===== src/rtl/artillery_engine_if.sv =====
//==============================================================================
// Module      : artillery_engine_if
// Description : Keypad-pulse and game-state bundle between the artillery engine
//               and its input/display drivers. The master side drives the
//               debounced pulses; the slave side (the engine) drives the state.
// Revision    : 1.0 - initial release
//==============================================================================
`default_nettype none

interface artillery_engine_if #(
  parameter int FIELD_W  = 8,
  parameter int MAX_LIFE = 3,
  parameter int POWER_W  = 3
);
  localparam int PW = $clog2(FIELD_W);
  localparam int LW = $clog2(MAX_LIFE + 1);

  logic               move_left;
  logic               move_right;
  logic               fire_btn;
  logic [PW-1:0]      tank1_pos;
  logic [PW-1:0]      tank2_pos;
  logic [LW-1:0]      tank1_life;
  logic [LW-1:0]      tank2_life;
  logic               turn;
  logic [POWER_W-1:0] power;
  logic               shell_valid;
  logic [PW-1:0]      shell_pos;
  logic               hit;
  logic               game_over;
  logic               winner;

  modport master (
    output move_left, move_right, fire_btn,
    input  tank1_pos, tank2_pos, tank1_life, tank2_life, turn, power,
    input  shell_valid, shell_pos, hit, game_over, winner
  );

  modport slave (
    input  move_left, move_right, fire_btn,
    output tank1_pos, tank2_pos, tank1_life, tank2_life, turn, power,
    output shell_valid, shell_pos, hit, game_over, winner
  );
endinterface

`default_nettype wire


===== src/rtl/artillery_engine.sv =====
//==============================================================================
// Module      : artillery_engine
// Description : Two-tank artillery game engine. Owns tank positions, lives,
//               turn, cannon charge, shell flight, hit resolution, game over
//               and restart. All state outputs are registered.
//               Optional feature macro: ARTILLERY_SPLASH_EN - a landing cell
//               adjacent to the opponent also counts as a hit.
// Revision    : 1.0 - initial release
//==============================================================================
`default_nettype none

module artillery_engine #(
  parameter int FIELD_W    = 8,
  parameter int MAX_LIFE   = 3,
  parameter int POWER_W    = 3,
  parameter int STEP_DIV   = 4,
  parameter int CHARGE_DIV = 2
) (
  input  wire logic          clk,
  input  wire logic          nrst,
  artillery_engine_if.slave  bus
);

  localparam int PW      = $clog2(FIELD_W);
  localparam int LW      = $clog2(MAX_LIFE + 1);
  localparam int DIV_MAX = (STEP_DIV > CHARGE_DIV) ? STEP_DIV : CHARGE_DIV;
  localparam int CW      = (DIV_MAX > 1) ? $clog2(DIV_MAX) : 1;

  localparam logic [2:0] c_st_aim     = 3'd0;
  localparam logic [2:0] c_st_charge  = 3'd1;
  localparam logic [2:0] c_st_flight  = 3'd2;
  localparam logic [2:0] c_st_resolve = 3'd3;
  localparam logic [2:0] c_st_over    = 3'd4;

  localparam logic [PW-1:0]      c_pos_max     = PW'(FIELD_W - 1);
  localparam logic [PW-1:0]      c_pos_one     = PW'(1);
  localparam logic [LW-1:0]      c_life_init   = LW'(MAX_LIFE);
  localparam logic [LW-1:0]      c_life_one    = LW'(1);
  localparam logic [POWER_W-1:0] c_power_one   = POWER_W'(1);
  localparam logic [POWER_W-1:0] c_power_max   = {POWER_W{1'b1}};
  localparam logic [CW-1:0]      c_cnt_one     = CW'(1);
  localparam logic [CW-1:0]      c_step_last   = CW'(STEP_DIV - 1);
  localparam logic [CW-1:0]      c_charge_last = CW'(CHARGE_DIV - 1);

  logic [2:0]         r_state, w_state_nxt;
  logic [PW-1:0]      r_tank1_pos, w_tank1_pos_nxt;
  logic [PW-1:0]      r_tank2_pos, w_tank2_pos_nxt;
  logic [LW-1:0]      r_tank1_life, w_tank1_life_nxt;
  logic [LW-1:0]      r_tank2_life, w_tank2_life_nxt;
  logic               r_turn, w_turn_nxt;
  logic [POWER_W-1:0] r_power, w_power_nxt;
  logic               r_shell_valid, w_shell_valid_nxt;
  logic [PW-1:0]      r_shell_pos, w_shell_pos_nxt;
  logic               r_hit, w_hit_nxt;
  logic               r_game_over, w_game_over_nxt;
  logic               r_winner, w_winner_nxt;
  logic [CW-1:0]      r_cnt, w_cnt_nxt;
  logic [POWER_W-1:0] r_k, w_k_nxt;
  logic               r_kill, w_kill_nxt;

  logic [PW-1:0] w_shooter_pos;
  logic [PW-1:0] w_opp_pos;
  logic [LW-1:0] w_opp_life;
  logic          w_step_end;
  logic          w_last_step;
  logic          w_at_edge;
  logic          w_fly_done;
  logic          w_match;
  logic          w_land_hit;

  assign w_shooter_pos = r_turn ? r_tank2_pos : r_tank1_pos;
  assign w_opp_pos     = r_turn ? r_tank1_pos : r_tank2_pos;
  assign w_opp_life    = r_turn ? r_tank1_life : r_tank2_life;
  assign w_step_end    = (r_cnt == c_step_last);
  assign w_last_step   = (r_k == r_power);
  // The next cell in the flight direction would leave the field
  assign w_at_edge     = r_turn ? (r_shell_pos == '0) : (r_shell_pos == c_pos_max);
  assign w_fly_done    = w_step_end && (w_last_step || w_at_edge);

`ifdef ARTILLERY_SPLASH_EN
  logic [PW-1:0] w_gap;
  assign w_gap   = (r_shell_pos > w_opp_pos) ? (r_shell_pos - w_opp_pos)
                                             : (w_opp_pos - r_shell_pos);
  assign w_match = (w_gap <= c_pos_one);
`else
  assign w_match = (r_shell_pos == w_opp_pos);
`endif

  // Completing the final step is a landing; stopping at the field edge is a miss
  assign w_land_hit = w_last_step && w_match;

  // State register
  always_ff @(posedge clk or negedge nrst) begin
    if (!nrst) r_state <= c_st_aim;
    else       r_state <= w_state_nxt;
  end

  // Next-state decode
  always_comb begin
    w_state_nxt = r_state;
    case (r_state)
      c_st_aim:     if (bus.fire_btn) w_state_nxt = c_st_charge;
      c_st_charge:  if (bus.fire_btn) w_state_nxt = c_st_flight;
      c_st_flight:  if (w_fly_done)   w_state_nxt = c_st_resolve;
      c_st_resolve: w_state_nxt = r_kill ? c_st_over : c_st_aim;
      c_st_over:    if (bus.fire_btn) w_state_nxt = c_st_aim;
      default:      w_state_nxt = c_st_aim;
    endcase
  end

  // Next values of all game-state registers for the current state
  always_comb begin
    w_tank1_pos_nxt   = r_tank1_pos;
    w_tank2_pos_nxt   = r_tank2_pos;
    w_tank1_life_nxt  = r_tank1_life;
    w_tank2_life_nxt  = r_tank2_life;
    w_turn_nxt        = r_turn;
    w_power_nxt       = r_power;
    w_shell_valid_nxt = r_shell_valid;
    w_shell_pos_nxt   = r_shell_pos;
    w_hit_nxt         = 1'b0;
    w_game_over_nxt   = r_game_over;
    w_winner_nxt      = r_winner;
    w_cnt_nxt         = r_cnt;
    w_k_nxt           = r_k;
    w_kill_nxt        = r_kill;
    case (r_state)
      c_st_aim: begin
        if (bus.fire_btn) begin
          w_power_nxt = c_power_one;
          w_cnt_nxt   = '0;
        end else if (bus.move_left && !bus.move_right) begin
          if (!r_turn) begin
            if (r_tank1_pos != '0) w_tank1_pos_nxt = r_tank1_pos - c_pos_one;
          end else begin
            if (r_tank2_pos > r_tank1_pos + c_pos_one) w_tank2_pos_nxt = r_tank2_pos - c_pos_one;
          end
        end else if (bus.move_right && !bus.move_left) begin
          if (!r_turn) begin
            if (r_tank1_pos + c_pos_one < r_tank2_pos) w_tank1_pos_nxt = r_tank1_pos + c_pos_one;
          end else begin
            if (r_tank2_pos != c_pos_max) w_tank2_pos_nxt = r_tank2_pos + c_pos_one;
          end
        end
      end
      c_st_charge: begin
        if (bus.fire_btn) begin
          w_shell_valid_nxt = 1'b1;
          w_shell_pos_nxt   = r_turn ? (w_shooter_pos - c_pos_one) : (w_shooter_pos + c_pos_one);
          w_k_nxt           = c_power_one;
          w_cnt_nxt         = '0;
        end else if (r_cnt == c_charge_last) begin
          w_cnt_nxt   = '0;
          w_power_nxt = (r_power == c_power_max) ? c_power_one : (r_power + c_power_one);
        end else begin
          w_cnt_nxt = r_cnt + c_cnt_one;
        end
      end
      c_st_flight: begin
        if (!w_step_end) begin
          w_cnt_nxt = r_cnt + c_cnt_one;
        end else if (w_fly_done) begin
          // Resolution is applied on the edge entering RESOLVE so hit, life
          // and turn all change together.
          w_cnt_nxt         = '0;
          w_shell_valid_nxt = 1'b0;
          if (w_land_hit) begin
            w_hit_nxt = 1'b1;
            if (r_turn) w_tank1_life_nxt = r_tank1_life - c_life_one;
            else        w_tank2_life_nxt = r_tank2_life - c_life_one;
          end
          if (w_land_hit && (w_opp_life == c_life_one)) begin
            w_kill_nxt = 1'b1;
          end else begin
            w_turn_nxt  = ~r_turn;
            w_power_nxt = '0;
          end
        end else begin
          w_cnt_nxt       = '0;
          w_k_nxt         = r_k + c_power_one;
          w_shell_pos_nxt = r_turn ? (r_shell_pos - c_pos_one) : (r_shell_pos + c_pos_one);
        end
      end
      c_st_resolve: begin
        if (r_kill) begin
          w_game_over_nxt = 1'b1;
          w_winner_nxt    = r_turn;
          w_kill_nxt      = 1'b0;
        end
      end
      c_st_over: begin
        // Restart: everything returns to its reset value except the winner
        if (bus.fire_btn) begin
          w_tank1_pos_nxt   = '0;
          w_tank2_pos_nxt   = c_pos_max;
          w_tank1_life_nxt  = c_life_init;
          w_tank2_life_nxt  = c_life_init;
          w_turn_nxt        = 1'b0;
          w_power_nxt       = '0;
          w_shell_valid_nxt = 1'b0;
          w_shell_pos_nxt   = '0;
          w_game_over_nxt   = 1'b0;
          w_cnt_nxt         = '0;
          w_k_nxt           = '0;
          w_kill_nxt        = 1'b0;
        end
      end
      default: ;
    endcase
  end

  // Game-state registers
  always_ff @(posedge clk or negedge nrst) begin
    if (!nrst) begin
      r_tank1_pos   <= '0;
      r_tank2_pos   <= c_pos_max;
      r_tank1_life  <= c_life_init;
      r_tank2_life  <= c_life_init;
      r_turn        <= 1'b0;
      r_power       <= '0;
      r_shell_valid <= 1'b0;
      r_shell_pos   <= '0;
      r_hit         <= 1'b0;
      r_game_over   <= 1'b0;
      r_winner      <= 1'b0;
      r_cnt         <= '0;
      r_k           <= '0;
      r_kill        <= 1'b0;
    end else begin
      r_tank1_pos   <= w_tank1_pos_nxt;
      r_tank2_pos   <= w_tank2_pos_nxt;
      r_tank1_life  <= w_tank1_life_nxt;
      r_tank2_life  <= w_tank2_life_nxt;
      r_turn        <= w_turn_nxt;
      r_power       <= w_power_nxt;
      r_shell_valid <= w_shell_valid_nxt;
      r_shell_pos   <= w_shell_pos_nxt;
      r_hit         <= w_hit_nxt;
      r_game_over   <= w_game_over_nxt;
      r_winner      <= w_winner_nxt;
      r_cnt         <= w_cnt_nxt;
      r_k           <= w_k_nxt;
      r_kill        <= w_kill_nxt;
    end
  end

  assign bus.tank1_pos   = r_tank1_pos;
  assign bus.tank2_pos   = r_tank2_pos;
  assign bus.tank1_life  = r_tank1_life;
  assign bus.tank2_life  = r_tank2_life;
  assign bus.turn        = r_turn;
  assign bus.power       = r_power;
  assign bus.shell_valid = r_shell_valid;
  assign bus.shell_pos   = r_shell_pos;
  assign bus.hit         = r_hit;
  assign bus.game_over   = r_game_over;
  assign bus.winner      = r_winner;

endmodule

`default_nettype wire

===== src/flat_wrapper.sv =====
// flat-port wrapper written by rule: the top's interface ports become plain ports
module artillery_engine_flat 
#(
  parameter int FIELD_W    = 8,
  parameter int MAX_LIFE   = 3,
  parameter int POWER_W    = 3,
  parameter int STEP_DIV   = 4,
  parameter int CHARGE_DIV = 2
)
  (clk, nrst, bus_move_left, bus_move_right, bus_fire_btn, bus_tank1_pos, bus_tank2_pos, bus_tank1_life, bus_tank2_life, bus_turn, bus_power, bus_shell_valid, bus_shell_pos, bus_hit, bus_game_over, bus_winner);
  artillery_engine_if #(.FIELD_W(FIELD_W), .MAX_LIFE(MAX_LIFE), .POWER_W(POWER_W)) bus_i ();
  input  wire logic clk;
  input  wire logic nrst;
  input wire logic [$bits(bus_i.move_left)-1:0] bus_move_left;
  input wire logic [$bits(bus_i.move_right)-1:0] bus_move_right;
  input wire logic [$bits(bus_i.fire_btn)-1:0] bus_fire_btn;
  output wire logic [$bits(bus_i.tank1_pos)-1:0] bus_tank1_pos;
  output wire logic [$bits(bus_i.tank2_pos)-1:0] bus_tank2_pos;
  output wire logic [$bits(bus_i.tank1_life)-1:0] bus_tank1_life;
  output wire logic [$bits(bus_i.tank2_life)-1:0] bus_tank2_life;
  output wire logic [$bits(bus_i.turn)-1:0] bus_turn;
  output wire logic [$bits(bus_i.power)-1:0] bus_power;
  output wire logic [$bits(bus_i.shell_valid)-1:0] bus_shell_valid;
  output wire logic [$bits(bus_i.shell_pos)-1:0] bus_shell_pos;
  output wire logic [$bits(bus_i.hit)-1:0] bus_hit;
  output wire logic [$bits(bus_i.game_over)-1:0] bus_game_over;
  output wire logic [$bits(bus_i.winner)-1:0] bus_winner;
  assign bus_i.move_left = bus_move_left;
  assign bus_i.move_right = bus_move_right;
  assign bus_i.fire_btn = bus_fire_btn;
  assign bus_tank1_pos = bus_i.tank1_pos;
  assign bus_tank2_pos = bus_i.tank2_pos;
  assign bus_tank1_life = bus_i.tank1_life;
  assign bus_tank2_life = bus_i.tank2_life;
  assign bus_turn = bus_i.turn;
  assign bus_power = bus_i.power;
  assign bus_shell_valid = bus_i.shell_valid;
  assign bus_shell_pos = bus_i.shell_pos;
  assign bus_hit = bus_i.hit;
  assign bus_game_over = bus_i.game_over;
  assign bus_winner = bus_i.winner;
  artillery_engine #(.FIELD_W(FIELD_W), .MAX_LIFE(MAX_LIFE), .POWER_W(POWER_W), .STEP_DIV(STEP_DIV), .CHARGE_DIV(CHARGE_DIV)) u_core (.clk(clk), .nrst(nrst), .bus(bus_i));
endmodule

===== config.mk =====
export PLATFORM = sky130hd
export DESIGN_NAME = artillery_engine_flat
export DESIGN_NICKNAME = d
export VERILOG_FILES = /design/src/rtl/artillery_engine_if.sv /design/src/rtl/artillery_engine.sv /design/src/flat_wrapper.sv
export SDC_FILE = /design/constraint.sdc
export NUM_CORES = 1
export LEC_CHECK = 0
export CORE_MARGIN = 2
export CORE_UTILIZATION = 30
export DETAILED_ROUTE_END_ITERATION = 7
export PLACE_DENSITY = 0.61
export SYNTH_ARGS = -nofsm -noshare
export SYNTH_HDL_FRONTEND = slang
export SYNTH_SLANG_ARGS = --single-unit

===== constraint.sdc =====
create_clock -name clk -period 2 [get_ports clk]
set_input_delay 0.4 -clock clk [delete_from_list [all_inputs] [get_ports clk]]
set_output_delay 0.4 -clock clk [all_outputs]
set_load 0.1 [all_outputs]

==> run summary <==
The flow ran to the end, but the final reports show violations. The checks that failed: setup timing. Routability-driven placement finished with a final weighted congestion of 0.805. The largest family of logic cells by synthesized area is compound AO/OA/AOI/OAI gates.

For this block, the initial DRC count from the detailed router was 91. Proportion of synthesized flip-flops having asynchronous set or reset: 100%. The post-route minimum period works out to 2.18 ns. The final critical path takes up 109% of the cycle. The tightest min-delay check is of the in -> async type.

Net switching is 49.6% of the power. The tools report the count of clock tree sinks as 30. The total via count after detailed routing is 1999, and the leakage power of the design is 1.43 nW. The footprint of the flip-flops and latches is 792 µm².

After Yosys synthesis, full adders, half adders and majority gates account for 9.17% of the synthesized area. After Yosys synthesis, and, or, nand and nor cells account for 17.3% of the synthesized area. Number of enable-type register cells in the synthesized netlist: 0. For the via count of the first global-routing pass, the log shows 1965. The setup slack of the critical path after layout was -0.179 ns; the number of placed cells counting well taps was 384. The analysis attributes to net switching a power of 2.99 mW. The run gives 50.7% as the headroom to the max-slew limit. From bottom edge to top edge, the die measures 87.2 µm. STA classifies the critical path startpoint as a flop. For this design, the CTS-stage hold fixing added 0 buffers. Synthesis produced a netlist with a net count of 256. The wire length of the first global-routing pass was 9330 µm; the post-synthesis cell area was 2070 µm². The endpoint identified for the worst register-to-register timing path is u_core.bus.tank1_life[1].

The run gives 1370 µm² as the area taken by multi-input logic gates. Sequential cells burn 19.3% of the power. Per report_power, the combinational group accounts for 72.2% of the total. The tools report the area inside the core boundary as 6760 µm². For this run, the top clock speed supported by timing is 459 MHz.

The xor and xnor fraction of the mapped netlist area was 5.07%. The highest cell delay on the worst timing path was 0.56 ns. Post-synthesis sequential area ratio: 36.6%. The tools report the combined global-route utilization of all metal layers as 15.5%. In this run the clock root is driven by a sky130_fd_sc_hd__clkbuf_8.

The power density over the cells works out to 1860 nW/µm². For the pin with the worst max-slew slack, the measured transition is 0.732 ns. The tools report the kind of capture point of the worst setup path as a flop. The maximum fanout count along the critical path was 6.

For this configuration, the core starts out at a cell density of 30.7%. The I/O pin total came out at 26. In this run the tool buffered the top-level ports with 25 buffer cells.

The worst-path cell with the longest stage delay was sky130_fd_sc_hd__or4_4. The die is 87.2 µm wide. After synthesis, the share of cell area in mux cells is 4.89%. After clock tree synthesis, the clock-pin slew on the worst setup and hold paths is 0.07 ns. The final number of hold-violating endpoints was 0; the yosys synthesis warning count was 0. The number of placement rows is 30, and the reg2reg setup slack is -0.18 ns.

The worst clock skew on the final layout is 0.00573 ns, and the total number of nets in the final design is 337. The most used flip-flop cell after synthesis is sky130_fd_sc_hd__dfrtp_1. The run gives 14 as the total setup violations reported at the end of the flow. For the number of antenna violations at the first check in global routing, the log shows 0. Using the TritonRoute via totals, the vias-per-cell ratio works out to 5.01. For the largest voltage drop on the vdd net, the log shows 0.000854 V. The worst setup path is of the reg -> reg kind.

Of all cell types, the one taking the most synthesized area is sky130_fd_sc_hd__dfrtp_1. The finished layout holds 399 standard cells, fillers aside. Counting flops and latches in the post-synthesis netlist gives 30.

A synthesized cell averages 8.75 µm². By instance count, the leading cell after synthesis is sky130_fd_sc_hd__nand2_1. Wire length reported by the detailed router: 5580 µm.

The start of the worst register-to-register path was u_core.bus.turn. The H-tree was split into 2 levels. The top cell type by area accounts for 27.7% of the synthesized area.

Across the run, the number of max-cap violations was 0. The longest clock path from root to sink contains 2 buffers. The largest net degree at the start of global routing came out at 31. The tightest hold margin is 0.507 ns.

By count the netlist is led by sky130_fd_sc_hd__nand2_1 (24), sky130_fd_sc_hd__dfrtp_1 (23), sky130_fd_sc_hd__a21oi_1 (22), sky130_fd_sc_hd__inv_1 (17), sky130_fd_sc_hd__o21ai_0 (14). The tools report the number of CTS-inserted buffers as 5. After synthesis, the cell types taking the most area are sky130_fd_sc_hd__dfrtp_1 (28%), sky130_fd_sc_hd__dfstp_2 (8.9%), sky130_fd_sc_hd__ha_1 (7.2%).

After detailed routing, the average wire length per cell comes to 14.0 µm. The tools report the total global routing overflow as 0. In this run the remaining antenna-violating nets after routing total 0. The layout-stage area growth over the synthesis result was 55.8%; the share of final-layout standard cells stronger than drive strength 1 was 43.6%.

Max-slew violation count: 0. Internal power comes to 3.04 mW. The synthesized netlist devotes 21.0% of its cell area to compound gates. The run gives 0 as the DRC violation count after routing.

The worst register-to-register path has a depth of 6. After technology mapping, the gate count stands at 237. For this run, the share of the core covered by cells in the final layout is 47.8%. The run gives 0.28 ns as the later-pin clock latency in the skew report. The run gives 7600 µm² as the area of the die. The detailed placement HPWL was 4100 µm. Traced cell by cell, the critical path runs through mux2i_2 > xnor2_1 > or4_4 > or3_4 > a221o_1 > nand2_1.

The netlist uses 45 different library cells. The number of filler cells placed in the layout is 637. The pre-antenna-repair detailed-routing pass consisted of 4 iterations. The data required time at the worst endpoint came out at 2.23 ns.

STA puts the critical path data arrival time at 2.41 ns. The clock share of power came out at 8.5%. Setup repair after global routing could not meet its margin everywhere. TritonCTS built the clock tree.

The number of antenna diodes in the final layout is 0.
## power by group through the flow
stage	clock network (mW)	registers, mW	logic, mW
after floorplan	0	2.11	1.49
after global placement	0	1.13	3.81
after detailed placement	0	1.14	3.87
after CTS	0.527	1.15	4.11
after global routing	0.557	1.20	4.66
final	0.513	1.16	4.35
## worst max path at each step
stage	slack, ns	cells after the start	start	end
after detailed placement	-0.20	10	u_core.bus.tank1_pos[1]	u_core.bus.tank1_pos[2]
after global placement	-0.18	6	u_core.bus.turn	u_core.bus.tank1_life[1]
after CTS	-0.15	7	u_core.bus.tank1_pos[0]	u_core.bus.tank1_life[1]
final	-0.18	6	u_core.bus.turn	u_core.bus.tank1_life[1]
after floorplan	-0.39	6	u_core.bus.tank2_pos[1]	u_core.bus.tank1_life[1]
after global routing	-0.28	10	u_core.bus.tank1_pos[1]	u_core.bus.tank1_pos[2]
## per-layer routing
layer,global-route usage (%),wire length (µm)
met5,0,0
met2,25.1,2710
met3,3.60,188
met4,3.36,49
met1,21.2,2640
## state kept, by name (all words and copies together), names as in the netlist
signal                  flops
u_core.bus.tank1_pos        3
u_core.bus.tank2_pos        3
u_core.bus.shell_valid      1
u_core.r_cnt                2
u_core.bus.shell_pos        3
u_core.bus.winner           1
u_core.bus.turn             1
u_core.r_k                  3
u_core.bus.hit              1
u_core.bus.game_over        1
u_core.bus.tank2_life       2
u_core.bus.tank1_life       2
u_core.r_state              3
u_core.r_kill               1
u_core.bus.power            3
## cell families (layout without fill, tap and decap cells)
family	Yosys count	count (layout)
xor+xnor	12	12
mux	10	10
buf+inv	30	112
simple gates	72	72
compound gates	69	69
flops	30	30
fa+ha+maj	14	14
## cell usage in the layout, fill, tap and decap left out, types with 3 or more instances in the layout
cell type	instances
sky130_fd_sc_hd__ha_1	9
sky130_fd_sc_hd__o21a_1	3
sky130_fd_sc_hd__dfstp_2	4
sky130_fd_sc_hd__nand2_1	23
sky130_fd_sc_hd__a21oi_1	20
sky130_fd_sc_hd__a31oi_1	4
sky130_fd_sc_hd__inv_4	3
sky130_fd_sc_hd__o31ai_1	4
sky130_fd_sc_hd__xnor2_1	10
sky130_fd_sc_hd__mux2i_1	7
sky130_fd_sc_hd__buf_4	65
sky130_fd_sc_hd__clkdlybuf4s50_1	4
sky130_fd_sc_hd__nor3_4	3
sky130_fd_sc_hd__o21ai_0	12
sky130_fd_sc_hd__nand3_1	10
sky130_fd_sc_hd__buf_6	5
sky130_fd_sc_hd__dfrtp_1	12
sky130_fd_sc_hd__clkbuf_8	6
sky130_fd_sc_hd__dfstp_4	3
sky130_fd_sc_hd__buf_12	11
sky130_fd_sc_hd__nor3_1	5
sky130_fd_sc_hd__nor2b_1	3
sky130_fd_sc_hd__dfrtp_4	3
sky130_fd_sc_hd__inv_1	14
sky130_fd_sc_hd__dfrtp_2	8
sky130_fd_sc_hd__nor2_1	13
## final cells by class
type	instances	area share [%]
sequential	30	24.5
timing repair buffer	85	24.9
tap	80	3.10
clock inverter	1	0.155
clock buffer	7	2.67
inverter	19	2.44
multi-input combinational	177	42.2
## worst max-delay path, delay by kind of cell (launching register included)
family	cells	cell delay, ns
AO/OA/AOI/OAI	1	0.32
multiplexers	1	0.22
XOR/XNOR	1	0.10
flip-flops	1	0.52
AND/OR/NAND/NOR	3	0.97
## through the flow
step / area [µm²] / setup TNS (ns) / power, mW / worst slack [ns]
2_1_floorplan: 2140 / -3.56 / 3.60 / -0.391
3_3_place_gp: 2910 / -2.21 / 4.94 / -0.184
3_5_place_dp: 2910 / -2.55 / 5.01 / -0.200
4_1_cts: 3130 / -1.10 / 5.79 / -0.149
5_1_grt: 3230 / -2.58 / 6.41 / -0.280
6_report: 3230 / -1.40 / 6.02 / -0.179
## what timing repair did
action,CTS,global route
buffers inserted,3,4
pin swaps,14,8
setup endpoints to repair,14,20
resized for setup,21,18
No activity file was read; power rests on OpenSTA's default activity.
